File: config.mk
export PLATFORM = sky130hd
export DESIGN_NAME = writeback_stage_flat
export DESIGN_NICKNAME = d
export VERILOG_FILES = /design/src/rtl/cpu_pkg.sv /design/src/rtl/writeback_stage_if.sv /design/src/rtl/retire_counter.sv /design/src/rtl/writeback_stage.sv /design/src/flat_wrapper.sv
export SDC_FILE = /design/constraint.sdc
export NUM_CORES = 1
export LEC_CHECK = 0
export BUFFER_PORTS_ARGS = -buffer_cell sky130_fd_sc_hd__buf_2
export CAP_MARGIN = 30
export CORE_ASPECT_RATIO = 0.75
export CORE_MARGIN = 1.5
export CORE_UTILIZATION = 35
export DETAILED_ROUTE_END_ITERATION = 6
export GPL_ROUTABILITY_DRIVEN = 0
export SETUP_SLACK_MARGIN = 0.2
export SLEW_MARGIN = 20
export SYNTH_ARGS = -nofsm -noshare
export SYNTH_HDL_FRONTEND = slang
export SYNTH_SLANG_ARGS = --single-unit
File: constraint.sdc
create_clock -name clk -period 14.4 [get_ports clk]
set_input_delay 2.16 -clock clk [delete_from_list [all_inputs] [get_ports clk]]
set_output_delay 2.16 -clock clk [all_outputs]
set_load 0.02 [all_outputs]
File: src/rtl/cpu_pkg.sv
// Shared widths, enums and the fault-classification helper for the writeback stage.
package cpu_pkg;

    localparam int ADDR_WIDTH              = 32;
    localparam int DATA_WIDTH              = 32;
    localparam int REGISTER_INDEXING_WIDTH = 5;
    localparam int RETIRE_COUNT_WIDTH      = 64;

    typedef enum logic [1:0] {
        CAUSE_NONE         = 2'd0,
        CAUSE_ILLEGAL      = 2'd1,
        CAUSE_ENVIRONMENT  = 2'd2,
        CAUSE_MISSING_DATA = 2'd3
    } halt_cause_t;

    typedef enum logic {
        WB_RUN    = 1'b0,
        WB_HALTED = 1'b1
    } wb_state_t;

    typedef struct packed {
        logic [ADDR_WIDTH-1:0]              pc;
        logic                               pc_valid;
        logic                               opcode_legal;
        logic                               environment;
        logic                               load;
        logic                               store;
        logic [REGISTER_INDEXING_WIDTH-1:0] write_register;
        logic                               write_register_valid;
        logic [DATA_WIDTH-1:0]              result_data;
        logic                               result_data_valid;
    } wb_entry_t;

    // Highest-priority reason an entry cannot retire; CAUSE_NONE when it can.
    function automatic halt_cause_t fault_cause(input wb_entry_t e);
        if (!e.opcode_legal)
            return CAUSE_ILLEGAL;
        else if (e.environment)
            return CAUSE_ENVIRONMENT;
        else if (e.write_register_valid && !e.result_data_valid)
            return CAUSE_MISSING_DATA;
        else
            return CAUSE_NONE;
    endfunction

endpackage

File: src/rtl/writeback_stage_if.sv
// Memory-stage to writeback-stage handoff: offer/stall handshake plus the decoded entry.
interface writeback_stage_if;

    logic                                        prev_done;
    logic                                        stall_prev;
    logic [cpu_pkg::ADDR_WIDTH-1:0]              program_count_in;
    logic                                        program_count_valid_in;
    logic                                        opcode_legal_in;
    logic                                        environment_in;
    logic                                        load_in;
    logic                                        store_in;
    logic [cpu_pkg::REGISTER_INDEXING_WIDTH-1:0] write_register_in;
    logic                                        write_register_valid_in;
    logic [cpu_pkg::DATA_WIDTH-1:0]              result_data_in;
    logic                                        result_data_valid_in;

    modport master (
        output prev_done, program_count_in, program_count_valid_in,
               opcode_legal_in, environment_in, load_in, store_in,
               write_register_in, write_register_valid_in,
               result_data_in, result_data_valid_in,
        input  stall_prev
    );

    modport slave (
        input  prev_done, program_count_in, program_count_valid_in,
               opcode_legal_in, environment_in, load_in, store_in,
               write_register_in, write_register_valid_in,
               result_data_in, result_data_valid_in,
        output stall_prev
    );

endinterface

File: src/rtl/retire_counter.sv
// Free-running retired-instruction counter; wraps silently at the top of its range.
module retire_counter
    import cpu_pkg::*;
(
    input  logic                          clk,
    input  logic                          rst,
    input  logic                          inc,
    output logic [RETIRE_COUNT_WIDTH-1:0] count
);

    logic [RETIRE_COUNT_WIDTH-1:0] count_q;

    always_ff @(posedge clk) begin
        if (rst)
            count_q <= '0;
        else if (inc)
            count_q <= count_q + 1'b1;
    end

    assign count = count_q;

endmodule

File: src/rtl/writeback_stage.sv
// Writeback stage: holds one entry per cycle, writes the register file, retires or halts on fault.
//   state     | meaning
//   WB_RUN    | accepting entries, writing back and retiring
//   WB_HALTED | faulted; refusing entries until a resume pulse
module writeback_stage
    import cpu_pkg::*;
(
    input  logic                               clk,
    input  logic                               rst,
    writeback_stage_if.slave                   mem,
    input  logic                               resume,
    output logic                               rf_write_enable,
    output logic [REGISTER_INDEXING_WIDTH-1:0] rf_write_index,
    output logic [DATA_WIDTH-1:0]              rf_write_data,
    output logic                               fwd_valid,
    output logic [REGISTER_INDEXING_WIDTH-1:0] fwd_register,
    output logic [DATA_WIDTH-1:0]              fwd_data,
    output logic [RETIRE_COUNT_WIDTH-1:0]      retired_count,
    output logic                               halted,
    output logic [ADDR_WIDTH-1:0]              halt_pc,
    output halt_cause_t                        halt_cause
);

    wb_entry_t   entry_q;
    wb_entry_t   entry_in;
    logic        has_input_q;
    wb_state_t   state_q;
    logic [ADDR_WIDTH-1:0] halt_pc_q;
    halt_cause_t halt_cause_q;

    halt_cause_t entry_cause;
    logic        fault;
    logic        stall;
    logic        transfer;
    logic        retire;
    logic        write_ok;

    assign entry_in = '{
        pc:                   mem.program_count_in,
        pc_valid:             mem.program_count_valid_in,
        opcode_legal:         mem.opcode_legal_in,
        environment:          mem.environment_in,
        load:                 mem.load_in,
        store:                mem.store_in,
        write_register:       mem.write_register_in,
        write_register_valid: mem.write_register_valid_in,
        result_data:          mem.result_data_in,
        result_data_valid:    mem.result_data_valid_in
    };

    assign entry_cause = fault_cause(entry_q);
    assign fault       = has_input_q && (entry_cause != CAUSE_NONE);
    assign stall       = rst || (state_q == WB_HALTED) || fault;
    assign transfer    = mem.prev_done && !stall;
    assign retire      = !rst && (state_q == WB_RUN) && has_input_q && !fault;

    // Writes to x0 are dropped but the instruction still retires.
    assign write_ok = retire && entry_q.write_register_valid
                      && (entry_q.write_register != '0);

    assign mem.stall_prev  = stall;
    assign rf_write_enable = write_ok;
    assign rf_write_index  = entry_q.write_register;
    assign rf_write_data   = entry_q.result_data;
    assign fwd_valid       = write_ok;
    assign fwd_register    = entry_q.write_register;
    assign fwd_data        = entry_q.result_data;
    assign halted          = !rst && (state_q == WB_HALTED);
    assign halt_pc         = halt_pc_q;
    assign halt_cause      = halt_cause_q;

    // Entry payload is only meaningful while has_input_q is set, so it carries no reset.
    always_ff @(posedge clk) begin
        if (transfer)
            entry_q <= entry_in;
    end

    always_ff @(posedge clk) begin
        if (rst) begin
            state_q      <= WB_RUN;
            has_input_q  <= 1'b0;
            halt_pc_q    <= '0;
            halt_cause_q <= CAUSE_NONE;
        end else begin
            has_input_q <= transfer;
            case (state_q)
                WB_RUN: begin
                    if (fault) begin
                        state_q      <= WB_HALTED;
                        halt_pc_q    <= entry_q.pc;
                        halt_cause_q <= entry_cause;
                    end
                end
                WB_HALTED: begin
                    if (resume) begin
                        state_q      <= WB_RUN;
                        halt_cause_q <= CAUSE_NONE;
                    end
                end
                default: state_q <= WB_RUN;
            endcase
        end
    end

    retire_counter u_retire_counter (
        .clk   (clk),
        .rst   (rst),
        .inc   (retire),
        .count (retired_count)
    );

endmodule

File: src/flat_wrapper.sv
// flat-port wrapper written by rule: the top's interface ports become plain ports
module writeback_stage_flat import cpu_pkg::*;
  (clk, rst, resume, rf_write_enable, rf_write_index, rf_write_data, fwd_valid, fwd_register, fwd_data, retired_count, halted, halt_pc, halt_cause, mem_prev_done, mem_program_count_in, mem_program_count_valid_in, mem_opcode_legal_in, mem_environment_in, mem_load_in, mem_store_in, mem_write_register_in, mem_write_register_valid_in, mem_result_data_in, mem_result_data_valid_in, mem_stall_prev);
  writeback_stage_if mem_i ();
  input  logic clk;
  input  logic rst;
  input  logic resume;
  output logic rf_write_enable;
  output logic [REGISTER_INDEXING_WIDTH-1:0] rf_write_index;
  output logic [DATA_WIDTH-1:0] rf_write_data;
  output logic fwd_valid;
  output logic [REGISTER_INDEXING_WIDTH-1:0] fwd_register;
  output logic [DATA_WIDTH-1:0] fwd_data;
  output logic [RETIRE_COUNT_WIDTH-1:0] retired_count;
  output logic halted;
  output logic [ADDR_WIDTH-1:0] halt_pc;
  output halt_cause_t halt_cause;
  input wire logic [$bits(mem_i.prev_done)-1:0] mem_prev_done;
  input wire logic [$bits(mem_i.program_count_in)-1:0] mem_program_count_in;
  input wire logic [$bits(mem_i.program_count_valid_in)-1:0] mem_program_count_valid_in;
  input wire logic [$bits(mem_i.opcode_legal_in)-1:0] mem_opcode_legal_in;
  input wire logic [$bits(mem_i.environment_in)-1:0] mem_environment_in;
  input wire logic [$bits(mem_i.load_in)-1:0] mem_load_in;
  input wire logic [$bits(mem_i.store_in)-1:0] mem_store_in;
  input wire logic [$bits(mem_i.write_register_in)-1:0] mem_write_register_in;
  input wire logic [$bits(mem_i.write_register_valid_in)-1:0] mem_write_register_valid_in;
  input wire logic [$bits(mem_i.result_data_in)-1:0] mem_result_data_in;
  input wire logic [$bits(mem_i.result_data_valid_in)-1:0] mem_result_data_valid_in;
  output wire logic [$bits(mem_i.stall_prev)-1:0] mem_stall_prev;
  assign mem_i.prev_done = mem_prev_done;
  assign mem_i.program_count_in = mem_program_count_in;
  assign mem_i.program_count_valid_in = mem_program_count_valid_in;
  assign mem_i.opcode_legal_in = mem_opcode_legal_in;
  assign mem_i.environment_in = mem_environment_in;
  assign mem_i.load_in = mem_load_in;
  assign mem_i.store_in = mem_store_in;
  assign mem_i.write_register_in = mem_write_register_in;
  assign mem_i.write_register_valid_in = mem_write_register_valid_in;
  assign mem_i.result_data_in = mem_result_data_in;
  assign mem_i.result_data_valid_in = mem_result_data_valid_in;
  assign mem_stall_prev = mem_i.stall_prev;
  writeback_stage u_core (.clk(clk), .rst(rst), .mem(mem_i), .resume(resume), .rf_write_enable(rf_write_enable), .rf_write_index(rf_write_index), .rf_write_data(rf_write_data), .fwd_valid(fwd_valid), .fwd_register(fwd_register), .fwd_data(fwd_data), .retired_count(retired_count), .halted(halted), .halt_pc(halt_pc), .halt_cause(halt_cause));
endmodule
* After elaboration in Yosys (flattened, before gate mapping)
Cells that the tools add are included.
Storage, ports and cells: register bits 173, bits of input ports 80, word-level logic and storage cells 44
Cells by class: add/subtract/negate cells 1, equality and inequality tests 2, muxes and demuxes 9, bitwise operators 1, reduce and logical (&&, ||, !) cells 19
Operators by type and width (number):
- adder 64 x 1 -> 64 bit, second input constant | 1
- 2-to-1 mux 2 bit | 5
- logical AND 1 bit | 9
- nonzero test 5 bit | 1
- logical NOT 1 bit | 4
- case mux 2 bit (2 select lines) | 1
- AND reduction 2 bit | 2
- logical OR 1 bit | 2
- 2-to-1 mux 1 bit | 2
- != test 2 x 1 -> 1 bit, second input constant | 1
- != test 2 bit, second input constant | 1
- case mux 1 bit (2 select lines) | 1
- nonzero test 2 bit | 1
- NOT 1 bit | 1

* Longest topological paths before layout
Gate-level depths: netlist (run 1).
word-level depth 11, depth in mapped cells 8, depth with buffers taken out 6

* Modules after synthesis
Synthesis (run 1) repeated with hierarchy kept, for this count alone.
Second synthesis, totals: cell total of the unflattened synthesis 663, area, all modules 7478.4 µm²
Modules (own cells, without submodules):
- writeback_stage | times used 1, cells each 316, area an instance 4450.5 µm², sequential area each 2912.8 µm²
- retire_counter | times used 1, cells each 347, area an instance 3027.9 µm², sequential area each 1281.2 µm²

* Least setup slack after synthesis (run 1)
No wires, ideal clock.
path kind input to register, from input port rst, to register u_core.entry_q[0] (netlist name), enable pin, arrival time 5.799 ns, path slack 8.096 ns, stages 3, path through clkbuf_1 a211o_1 nor2_1
Between the ends: longest elaborated chain between the ends 4
Ends and longest elaborated chain:
- from (decl) | line flat_wrapper.sv:6 | input logic rst;
- logical OR 1 bit (2 in series) | line writeback_stage.sv:53 | assign stall = rst || (state_q == WB_HALTED) || fault;
- via mem_stall_prev | line flat_wrapper.sv:29 | output wire logic [$bits(mem_i.stall_prev)-1:0] mem_stall_prev;
- logical NOT 1 bit | line writeback_stage.sv:54 | assign transfer = mem.prev_done && !stall;
- logical AND 1 bit | line writeback_stage.sv:54
- via u_core.transfer | line writeback_stage.sv:34 | logic transfer;
- to (signal assigned) | line writeback_stage.sv:75 | entry_q <= entry_in;
- to (decl) | line writeback_stage.sv:24 | wb_entry_t entry_q;
The timed path passes the listed nets, and every way through them passes these cells. A chain may end at the register's enable or synchronous reset.

* Worst setup path after layout (run 1)
from input port rst, to output port fwd_valid
Between the ends: longest elaborated chain between the ends 6
Ends and longest elaborated chain:
- logical NOT 1 bit | line writeback_stage.sv:55 | assign retire = !rst && (state_q == WB_RUN) && has_input_q && !fault;
- logical AND 1 bit (3 in series) | line writeback_stage.sv:55
- logical AND 1 bit | line writeback_stage.sv:58 | assign write_ok = retire && entry_q.write_register_valid
- logical AND 1 bit | line writeback_stage.sv:59 | && (entry_q.write_register != '0);
- to (decl) | line flat_wrapper.sv:11 | output logic fwd_valid;
Every way passes these cells.

==> results of run 1 <==
## how the worst min path moves through the flow
stage                                         start                              end  slack (ns)  cells past startpoint
finish              u_core.halt_pc[29]$_SDFFE_PP0P_  u_core.halt_pc[29]$_SDFFE_PP0P_        0.45                      2
global route        u_core.halt_pc[27]$_SDFFE_PP0P_  u_core.halt_pc[27]$_SDFFE_PP0P_        0.47                      2
CTS                 u_core.halt_pc[20]$_SDFFE_PP0P_  u_core.halt_pc[20]$_SDFFE_PP0P_        0.46                      2
detailed placement  u_core.halt_pc[20]$_SDFFE_PP0P_  u_core.halt_pc[20]$_SDFFE_PP0P_        0.44                      2
global placement    u_core.halt_pc[30]$_SDFFE_PP0P_  u_core.halt_pc[30]$_SDFFE_PP0P_        0.44                      2
floorplan              u_core.entry_q[44]$_DFFE_PP_   u_core.halt_pc[0]$_SDFFE_PP0P_        0.47                      2
## per-layer routing
metal  global-route usage (%)  wire length (um)
met1                    22.07              8125
met2                    25.01              7725
met3                    5.700              1378
met4                    6.143               291
met5                        0                10
## metrics by stage
| step | utilization (%) | power (W) |
|---|---|---|
| after floorplan | - | 0.0005908 |
| after global placement | 40.48 | 0.0006073 |
| after detailed placement | 40.72 | 0.0006091 |
| after CTS | 43.81 | 0.001091 |
| after global routing | 43.81 | 0.001118 |
| final | 43.81 | 0.001078 |
## cell type report
type / count / area [um^2]
flip-flops and latches: 173 / 4194
clock inverters: 15 / 201.4
repair buffers: 260 / 1351
inverters: 8 / 30.03
clock buffers: 17 / 425.4
fillers: 1992 / 11390
well taps: 258 / 322.8
multi-input cells: 429 / 2356
## placed cells by master, fill, tap and decap left out, types with 8 or more instances in the layout
| cell | Yosys | routed |
|---|---|---|
| dfxtp_1 | 100 | 100 |
| or3_1 | 25 | 25 |
| a21oi_1 | 80 | 79 |
| or4_1 | 20 | 20 |
| xnor2_1 | 11 | 11 |
| o31ai_1 | 18 | 18 |
| edfxtp_1 | 73 | 73 |
| o21ai_0 | 28 | 28 |
| nor3_1 | 11 | 11 |
| buf_2 | 1 | 251 |
| nand4_1 | 27 | 27 |
| clkbuf_16 | 0 | 17 |
| nand3_1 | 24 | 24 |
| nand2_1 | 102 | 102 |
| nor2_1 | 35 | 34 |
| inv_1 | 8 | 8 |
## power by group
| part | internal [W] | leakage [nW] | total (W) | switching [W] |
|---|---|---|---|---|
| logic | 0.0000219 | 1.63 | 0.0000649 | 0.0000431 |
| registers | 0.000526 | 1.49 | 0.000532 | 0.00000585 |
| clock network | 0.000241 | 0.303 | 0.000480 | 0.000239 |
| total | 0.000789 | 3.42 | 0.00108 | 0.000288 |
## tightest hold or removal path: stages (launching register included)
cell     delay, ns
dfxtp_1       0.31
nand2_1       0.05
a21oi_1       0.05
## logic make-up (layout without fill, tap and decap cells)
family / count (synthesis) / after routing
flops: 173 / 173
compound gates: 129 / 129
fa+ha+maj: 1 / 1
xor+xnor: 18 / 18
simple gates: 280 / 280
buf+inv: 111 / 300
mux: 1 / 1
## state kept, by name (all words and copies together), names as in the netlist
| register | flops |
|---|---|
| u_core.entry_q | 36 |
| u_core.fwd_register | 5 |
| u_core.halt_cause | 2 |
| u_core.state_q | 1 |
| u_core.halt_pc | 32 |
| u_core.u_retire_counter.count | 64 |
| u_core.fwd_data | 32 |
| u_core.has_input_q | 1 |
==> impl_metrics.tcl, run 1 <==
set metrics [dict create \
    setup_viol 0 \
    routed_wirelength_mm 17.53 \
    die_area_mm2 0.02154 \
    dpl_cell_area_mm2 0.008254 \
    drive_above_1_share_pct 33.92 \
    synth_top_area_share_pct 30.31 \
    drtPass1Iterations 6 \
    cp_slowest_cell "or4_1" \
    startpoint_type "input port" \
    yosysMostFrequentCell "nand2_1" \
    synth_compound_area_share_pct 9.689 \
    critical_path_buf_inv_count 2 \
    antenna_found_initial 1 \
    fmax_ghz 0.1726 \
    rr_endpoint "u_core.u_retire_counter.count[60]$_SDFFE_PP0P_" \
    hold_buffers 0 \
    cp_cell_sequence "buf_4 > or4_1 > nor2_1 > buf_2" \
    tns_ns 0 \
    h-tree-depth 4 \
    grt_pass1_wl_mm 27.87 \
    cp-endpoint "fwd_valid" \
    drc_errors 0 \
    synth_simple_gate_area_share_pct 20.14 \
    synth_ff_type "dfxtp_1" \
    layout.cells.non_filler 1160 \
    worst_pin_slew_ns 0.7361 \
    initial_utilization_pct 35.68 \
    grt_max_degree 58 \
    finalCriticalPeriod_ns 5.792 \
    synth_fp_nets 794 \
    cts_made_buffers 17 \
    drt.antenna.violating_nets 0 \
    maxSlewViolCount 0 \
    end_kind "output port" \
    ys.warnings.count 0 \
    grt-ovfl-total 0 \
    final_area_mm2 0.008881 \
    clkSinkCount 173 \
    grt_usage_pct 16.59 \
    synth_xor_area_share_pct 2.180 \
    fin_worst_skew_ns 0.009910 \
    yosys.area.top_type "edfxtp_1" \
    tritoncts "yes" \
    cpPeakStageDelay_ns 0.76 \
    routedWlPerCell_um 15.11 \
    layout-area-overhead-vs-synth_pct 22.80 \
    cts_resized 0 \
    dpl.hpwl_mm 12.27 \
    num_vias 5687 \
    crit_start "rst" \
    status "finished, final reports clean" \
    p_leak_nw 3.423 \
    async_flop_share_pct 0 \
    final_hold_viol_count 0 \
    cp_top_family "simple AND/OR/NAND/NOR gates" \
    min_period_over_period_pct 40.22 \
    hold_slack_ns 0.4537 \
    cts-root-buf "clkbuf_16" \
    cts_setup_buffers 0 \
    rr_worst_depth 6 \
    final_nets 970 \
    clockBufferDepth 2 \
    syn_area_mm2 0.007232 \
    diodes 0 \
    p_per_area_mw_per_mm2 121.3 \
    core_area_mm2 0.02027 \
    num_rows 45 \
    grt_pass1_vias 5249 \
    drv_cap 0 \
    ir_drop_mv 0.05896 \
    synth-edff-count 73 \
    synth_top_family_by_area "simple AND/OR/NAND/NOR gates" \
    clkSlewWorstSetupHoldPaths_ns 0.08 \
    yosys.area_share.adder_pct 0.1730 \
    worst-path-max-fanout 57 \
    critPathKind "input port to output port" \
    worst_slack_ns 8.608 \
    synth_seq_cells 173 \
    post-place-ws_ns 8.573 \
    relSlewSlack_pct 50.47 \
    chipHeight_um 127.5 \
    synthMuxAreaShare_pct 0.1557 \
    die_w_um 169.0 \
    synthCells 713 \
    place.port_buffers 252 \
    r2r_start "u_core.entry_q[41]$_DFFE_PP_" \
    io_pins 256 \
    viasPerCell 4.903 \
    syn_area_per_cell_um2 10.14 \
    synth_top_cells_by_count "nand2_1, dfxtp_1, a21oi_1" \
    synth_area_leaders "edfxtp_1, dfxtp_1, buf_4" \
    hp-class "flip-flop to flip-flop" \
    rsz0062_at_grt "false" \
    dr.first_iter.drc_count 297 \
    path_depth 4 \
    rrSetupSlack_ns 11.74 \
    cp.required_ns 12.24 \
    insertion_delay_ns 0.44 \
    arrival_ns 3.63 \
    dp_cells 1128 \
    ys_seq_area_share_pct 57.99 \
    ys_types 37 \
]
Power figures use the tool's default switching activity.
==> run 2: changes to the inputs <==
ABC_AREA = 1   (was default)
clock period = 5.15 ns   (was 14.4 ns; I/O delays follow)
==> run 2 against run 1 <==
  * Highest routed layer is now met4
  * Clock-buffer cell count unchanged
  * Die area increased by 12%
  * Critical endpoint unchanged
  * Setup slack got worse by 6.9 ns
  * Wire length increased by 26%
  * Sequential power increased to 2.8 times the previous value
==> impl_metrics.tcl, run 2 <==
set metrics [dict create \
    ir_drop_mv 0.2036 \
    grt_max_degree 82 \
    synth_fp_nets 1061 \
    cts-root-buf "clkbuf_16" \
    syn_area_per_cell_um2 8.282 \
    ys.warnings.count 0 \
    cp.required_ns 4.38 \
    cts_made_buffers 17 \
    cp_slowest_cell "inv_2" \
    fmax_ghz 0.2927 \
    final_nets 1235 \
    drive_above_1_share_pct 28.62 \
    viasPerCell 4.676 \
    arrival_ns 2.64 \
    pwr-share-comb_pct 7.3 \
    grt_pass1_vias 6352 \
    crit_top_cell "nand2_1" \
    io_pins 256 \
    chipHeight_um 134.9 \
    worst-path-max-fanout 36 \
    synth-edff-count 73 \
    hold_buffers 0 \
    end_kind "output port" \
    initial_utilization_pct 35.47 \
    finalPower_w 0.003055 \
    tritoncts "yes" \
    yosysMostFrequentCell "nor2_1" \
    relSlewSlack_pct 42.38 \
    clkSlewWorstSetupHoldPaths_ns 0.07 \
    cts_setup_buffers 0 \
    die_w_um 178.8 \
    die_area_mm2 0.02412 \
    drt.antenna.violating_nets 0 \
    routedWlPerCell_um 15.01 \
    rsz0062_at_grt "false" \
    synth_top_cells_by_count "nor2_1, nand2_1, dfxtp_1" \
    p_seq_share_pct 49.1 \
    async_flop_share_pct 0 \
    synth_seq_cells 173 \
    clockBufferDepth 2 \
    min_period_over_period_pct 66.34 \
    drv_cap 0 \
    maxSlewViolCount 0 \
    cp_top_family "buffers and inverters" \
    cp_cell_sequence "buf_2 > inv_2 > nand2_1 > nor2_1 > nand2_1 > buf_4 > inv_2 > nand2_1 > a21oi_1 > buf_2" \
    cpPeakStageDelay_ns 0.49 \
    dr.first_iter.drc_count 484 \
    final_hold_viol_count 0 \
    layout-area-overhead-vs-synth_pct 20.41 \
    num_vias 6860 \
    drtPass1Iterations 5 \
    synth_top_area_share_pct 27.01 \
    largest_reg_flops 64 \
    yosys.area.top_type "edfxtp_1" \
    antenna_found_initial 0 \
    ys_types 33 \
    h-tree-depth 4 \
    place.port_buffers 252 \
    worst_slack_ns 1.734 \
    p_leak_nw 4.172 \
    num_rows 48 \
    dpl.hpwl_mm 15.87 \
    synth_ff_type "dfxtp_1" \
    insertion_delay_ns 0.44 \
    synth_area_leaders "edfxtp_1, dfxtp_1, nor2_1" \
    fin_worst_skew_ns 0.01402 \
    p_sw_w 0.0008397 \
    syn_area_mm2 0.008117 \
    grt_pass1_wl_mm 33.91 \
    p_int_w 0.002215 \
    grt_usage_pct 18.31 \
    post-place-ws_ns 1.712 \
    ys_seq_area_share_pct 51.67 \
    grt-ovfl-total 0 \
    critical_path_buf_inv_count 5 \
    status "finished, final reports clean" \
    switching_share_pct 27.49 \
    p_per_area_mw_per_mm2 312.6 \
    hp-class "flip-flop to flip-flop" \
    most-common-layout-cells "buf_2, nor2_1, nand2_1" \
    synthCells 980 \
    diodes 0 \
    worst_pin_slew_ns 0.8642 \
    critPathKind "input port to output port" \
    finalCriticalPeriod_ns 3.416 \
    startpoint_type "input port" \
    setup_viol 0 \
    routed_wirelength_mm 22.02 \
    core_area_mm2 0.02288 \
    tns_ns 0 \
    layout_commonest_cell "buf_2" \
    cts_resized 0 \
    power_frac_clock_pct 43.7 \
    clkSinkCount 173 \
    drc_errors 0 \
]
run 2: cell types whose count changed after synthesis, sizes merged, moves of 18 or more:
cell | previous run | this run
o31ai | 18 | 0
nor2 | 35 | 248
nand2 | 102 | 192
a21oi | 80 | 31
nand3 | 25 | 54
or4 | 21 | 0
inv | 8 | 67
or3 | 27 | 0
run 2: final cells by class:
| type | instances | area (um^2) |
|---|---|---|
| clock buffers | 17 | 425.4 |
| clock inverters | 15 | 196.4 |
| fillers | 2324 | 13110 |
| inverters | 67 | 251.5 |
| multi-input cells | 637 | 2992 |
| flip-flops and latches | 173 | 4194 |
| well taps | 300 | 375.4 |
| repair buffers | 258 | 1339 |
run 2: path summary, 6_finish.rpt:
check,from,to,slack (ns),depth (start not counted)
max,rst,fwd_valid,1.73,10
min reg2reg,u_core.halt_cause[0]$_SDFFE_PP0P_,u_core.halt_cause[0]$_SDFFE_PP0P_,0.46,2
min,u_core.halt_cause[0]$_SDFFE_PP0P_,u_core.halt_cause[0]$_SDFFE_PP0P_,0.46,2
max reg2reg,u_core.entry_q[33]$_DFFE_PP_,u_core.u_retire_counter.count[34]$_SDFFE_PP0P_,2.80,10
run 2: logic make-up (layout without fill, tap and decap cells):
| group | count (synthesis) | after routing | synth area share, % |
|---|---|---|---|
| adder cells (fa/ha/maj) | 1 | 1 | 0.1541 |
| flip-flops | 173 | 173 | 51.67 |
| AND/OR/NAND/NOR | 549 | 549 | 30.54 |
| buffers and inverters | 170 | 357 | 11.56 |
| XOR/XNOR | 11 | 11 | 1.187 |
| AO/OA/AOI/OAI | 76 | 76 | 4.887 |
run 2: routing by layer:
| metal | vias up | share of wire (%) | GRT usage (%) |
|---|---|---|---|
| met5 | - | 0 | 0 |
| met2 | 196 | 45 | 27.78 |
| li1 | 3459 | - | - |
| met3 | 22 | 7.6 | 6.137 |
| met1 | 3183 | 46 | 24.65 |
| met4 | 0 | 1.3 | 5.463 |
run 2: power by group through the flow:
| stage | combinational (W) | sequential [W] | clock [W] |
|---|---|---|---|
| final | 0.000223 | 0.00150 | 0.00133 |
| after global routing | 0.000240 | 0.00150 | 0.00141 |
| after CTS | 0.000225 | 0.00150 | 0.00137 |
| after detailed placement | 0.000224 | 0.00153 | 0 |
| after global placement | 0.000217 | 0.00153 | 0 |
| after floorplan | 0.000136 | 0.00155 | 0 |
run 2: metrics by stage:
stage | hold WS [ns] | utilization [%] | cells | cell area, um^2
2_1_floorplan | 0.4475 | - | 980 | 8119
3_3_place_gp | 0.4467 | 39.87 | 1434 | 9124
3_5_place_dp | 0.4501 | 39.99 | 1435 | 9151
4_1_cts | 0.4614 | 42.71 | 1467 | 9773
5_1_grt | 0.4732 | 42.71 | 1467 | 9773
6_report | 0.4586 | 42.71 | 1467 | 9773
run 2: worst min-delay path: cells and delay by family, from the launching register on:
family          cells  cell delay, ns
compound gates      1            0.05
simple gates        1            0.06
flops               1            0.31
==> run 3: changes to the inputs <==
clock period = 3.2 ns   (was 5.15 ns; I/O delays follow)
==> run 3 against run 2 <==
  * Clock skew barely moved
  * Sequential share of layout area hardly changed
  * Hold slack got worse by 0.25 ns
  * Critical path depth decreased by 2
  * Setup slack got worse by 0.78 ns
  * Wire length is 0.85% lower
  * Combinational power is 61% higher
  * Non-clock buffer count is 2 higher
  * Die area unchanged
  * Largest power group unchanged
  * Highest routed layer unchanged
  * First-iteration DRC count rose by 9.5%
  * Global-route usage shrank 0.11 points
  * Largest cell class unchanged
  * Clock power up 59%
==> impl_metrics.tcl, run 3 (synthesis results as in run 2) <==
set metrics [dict create \
    status "finished, final reports clean" \
    die_w_um 178.8 \
    final_area_mm2 0.009771 \
    relSlewSlack_pct 42.03 \
    rr_endpoint "u_core.u_retire_counter.count[19]$_SDFFE_PP0P_" \
    insertion_delay_ns 0.44 \
    viasPerCell 4.678 \
    arrival_ns 1.77 \
    antenna_found_initial 1 \
    drt.antenna.violating_nets 0 \
    grt_pass1_wl_mm 33.69 \
    rrSetupSlack_ns 1.11 \
    worst_pin_slew_ns 0.8695 \
    io_pins 256 \
    fmax_ghz 0.4446 \
    cts_resized 0 \
    tritoncts "yes" \
    min_period_over_period_pct 70.29 \
    num_vias 6876 \
    num_rows 48 \
    largest_reg_flops 64 \
    most-common-layout-cells "buf_2, nor2_1, nand2_1" \
    drtPass1Iterations 6 \
    initial_utilization_pct 35.47 \
    drc_errors 0 \
    whs_endpoint "u_core.entry_q[42]$_DFFE_PP_" \
    drive_above_1_share_pct 28.66 \
    maxSlewViolCount 0 \
    layout-area-overhead-vs-synth_pct 20.38 \
    grt-ovfl-total 0 \
    clkSinkCount 173 \
    min_from "mem_opcode_legal_in" \
    hp-class "input port to flip-flop" \
    area.sequential_mm2 0.004194 \
    routedWlPerCell_um 14.85 \
    drv_cap 0 \
    chipHeight_um 134.9 \
    multi_input_area_mm2 0.002992 \
    hold_buffers 0 \
    finalCriticalPeriod_ns 2.249 \
    cts_setup_buffers 0 \
    p_leak_nw 4.174 \
    rsz0062_at_grt "false" \
    core_area_mm2 0.02288 \
    ir_drop_mv 0.3323 \
    grt_max_degree 82 \
    cp.required_ns 2.72 \
    rr_worst_depth 9 \
    cts-root-buf "clkbuf_16" \
    dpl_cell_area_mm2 0.009166 \
    grt_usage_pct 18.20 \
    worst_slack_ns 0.9508 \
    die_area_mm2 0.02412 \
    clockBufferDepth 2 \
    layout_commonest_cell "buf_2" \
    dr.first_iter.drc_count 530 \
    fin_worst_skew_ns 0.01366 \
    h-tree-depth 4 \
    r2r_start "u_core.entry_q[33]$_DFFE_PP_" \
    nFillCells 2295 \
    grt_pass1_vias 6192 \
    clkSlewWorstSetupHoldPaths_ns 0.08 \
    end_kind "output port" \
    min_path_cells 1 \
    dpl.hpwl_mm 15.88 \
    critPathKind "flip-flop to output port" \
    final_hold_viol_count 0 \
    setup_viol 0 \
    hold_slack_ns 0.2129 \
    place.port_buffers 252 \
    final_nets 1237 \
    routed_wirelength_mm 21.84 \
    worst-path-max-fanout 3 \
    post-route-util_pct 42.70 \
    post-place-ws_ns 0.8248 \
    cts_made_buffers 17 \
    startpoint_type "flip-flop" \
    tns_ns 0 \
    p_per_area_mw_per_mm2 500.9 \
]
==> run 3: where the power goes <==
part | total [W] | internal [W] | switching [W]
clock network | 0.00212 | 0.00112 | 0.00100
logic | 0.000360 | 0.000116 | 0.000244
registers | 0.00241 | 0.00238 | 0.0000318
==> run 3: final cells by class <==
class,count,area share (%)
flip-flops and latches,173,42.92
multi-input cells,637,30.62
repair buffers,260,13.86
clock buffers,18,4.392
well taps,300,3.842
inverters,67,2.574
clock inverters,14,1.767
diodes,1,0.02561
==> run 3: how the worst max path moves through the flow <==
stage | start | end | slack [ns] | depth (start not counted)
6_report | u_core.entry_q[33]$_DFFE_PP_ | rf_write_enable | 0.95 | 8
5_1_grt | u_core.entry_q[33]$_DFFE_PP_ | rf_write_enable | 0.75 | 8
4_1_cts | u_core.entry_q[33]$_DFFE_PP_ | rf_write_enable | 0.92 | 8
3_5_place_dp | rst | u_core.u_retire_counter.count[19]$_SDFFE_PP0P_ | 0.82 | 10
3_3_place_gp | rst | u_core.u_retire_counter.count[19]$_SDFFE_PP0P_ | 0.86 | 10
2_1_floorplan | rst | u_core.entry_q[0]$_DFFE_PP_ | 0.37 | 5
==> run 3: worst max-delay path, stage by stage (launching register included) <==
cell and delay, ns:
edfxtp_1 0.40, nand2_1 0.11, nand3_1 0.07, nand2_1 0.12, nand2_1 0.10, inv_2 0.07
nand2_1 0.06, a21oi_1 0.19, buf_2 0.20
==> run 3: stage by stage <==
step / std cells / total power, W
2_1_floorplan: 980 / 0.002716
5_1_grt: 1470 / 0.005062
6_report: 1470 / 0.004894
3_5_place_dp: 1437 / 0.002825
4_1_cts: 1469 / 0.004954
3_3_place_gp: 1436 / 0.002814
==> run 3: routing by layer <==
layer	track usage [%]	up-vias	routed length, um
met4	6.898	0	520
met2	26.68	236	9480
met1	25.67	3144	10290
met5	0	-	0
met3	4.589	34	1548
li1	-	3462	-
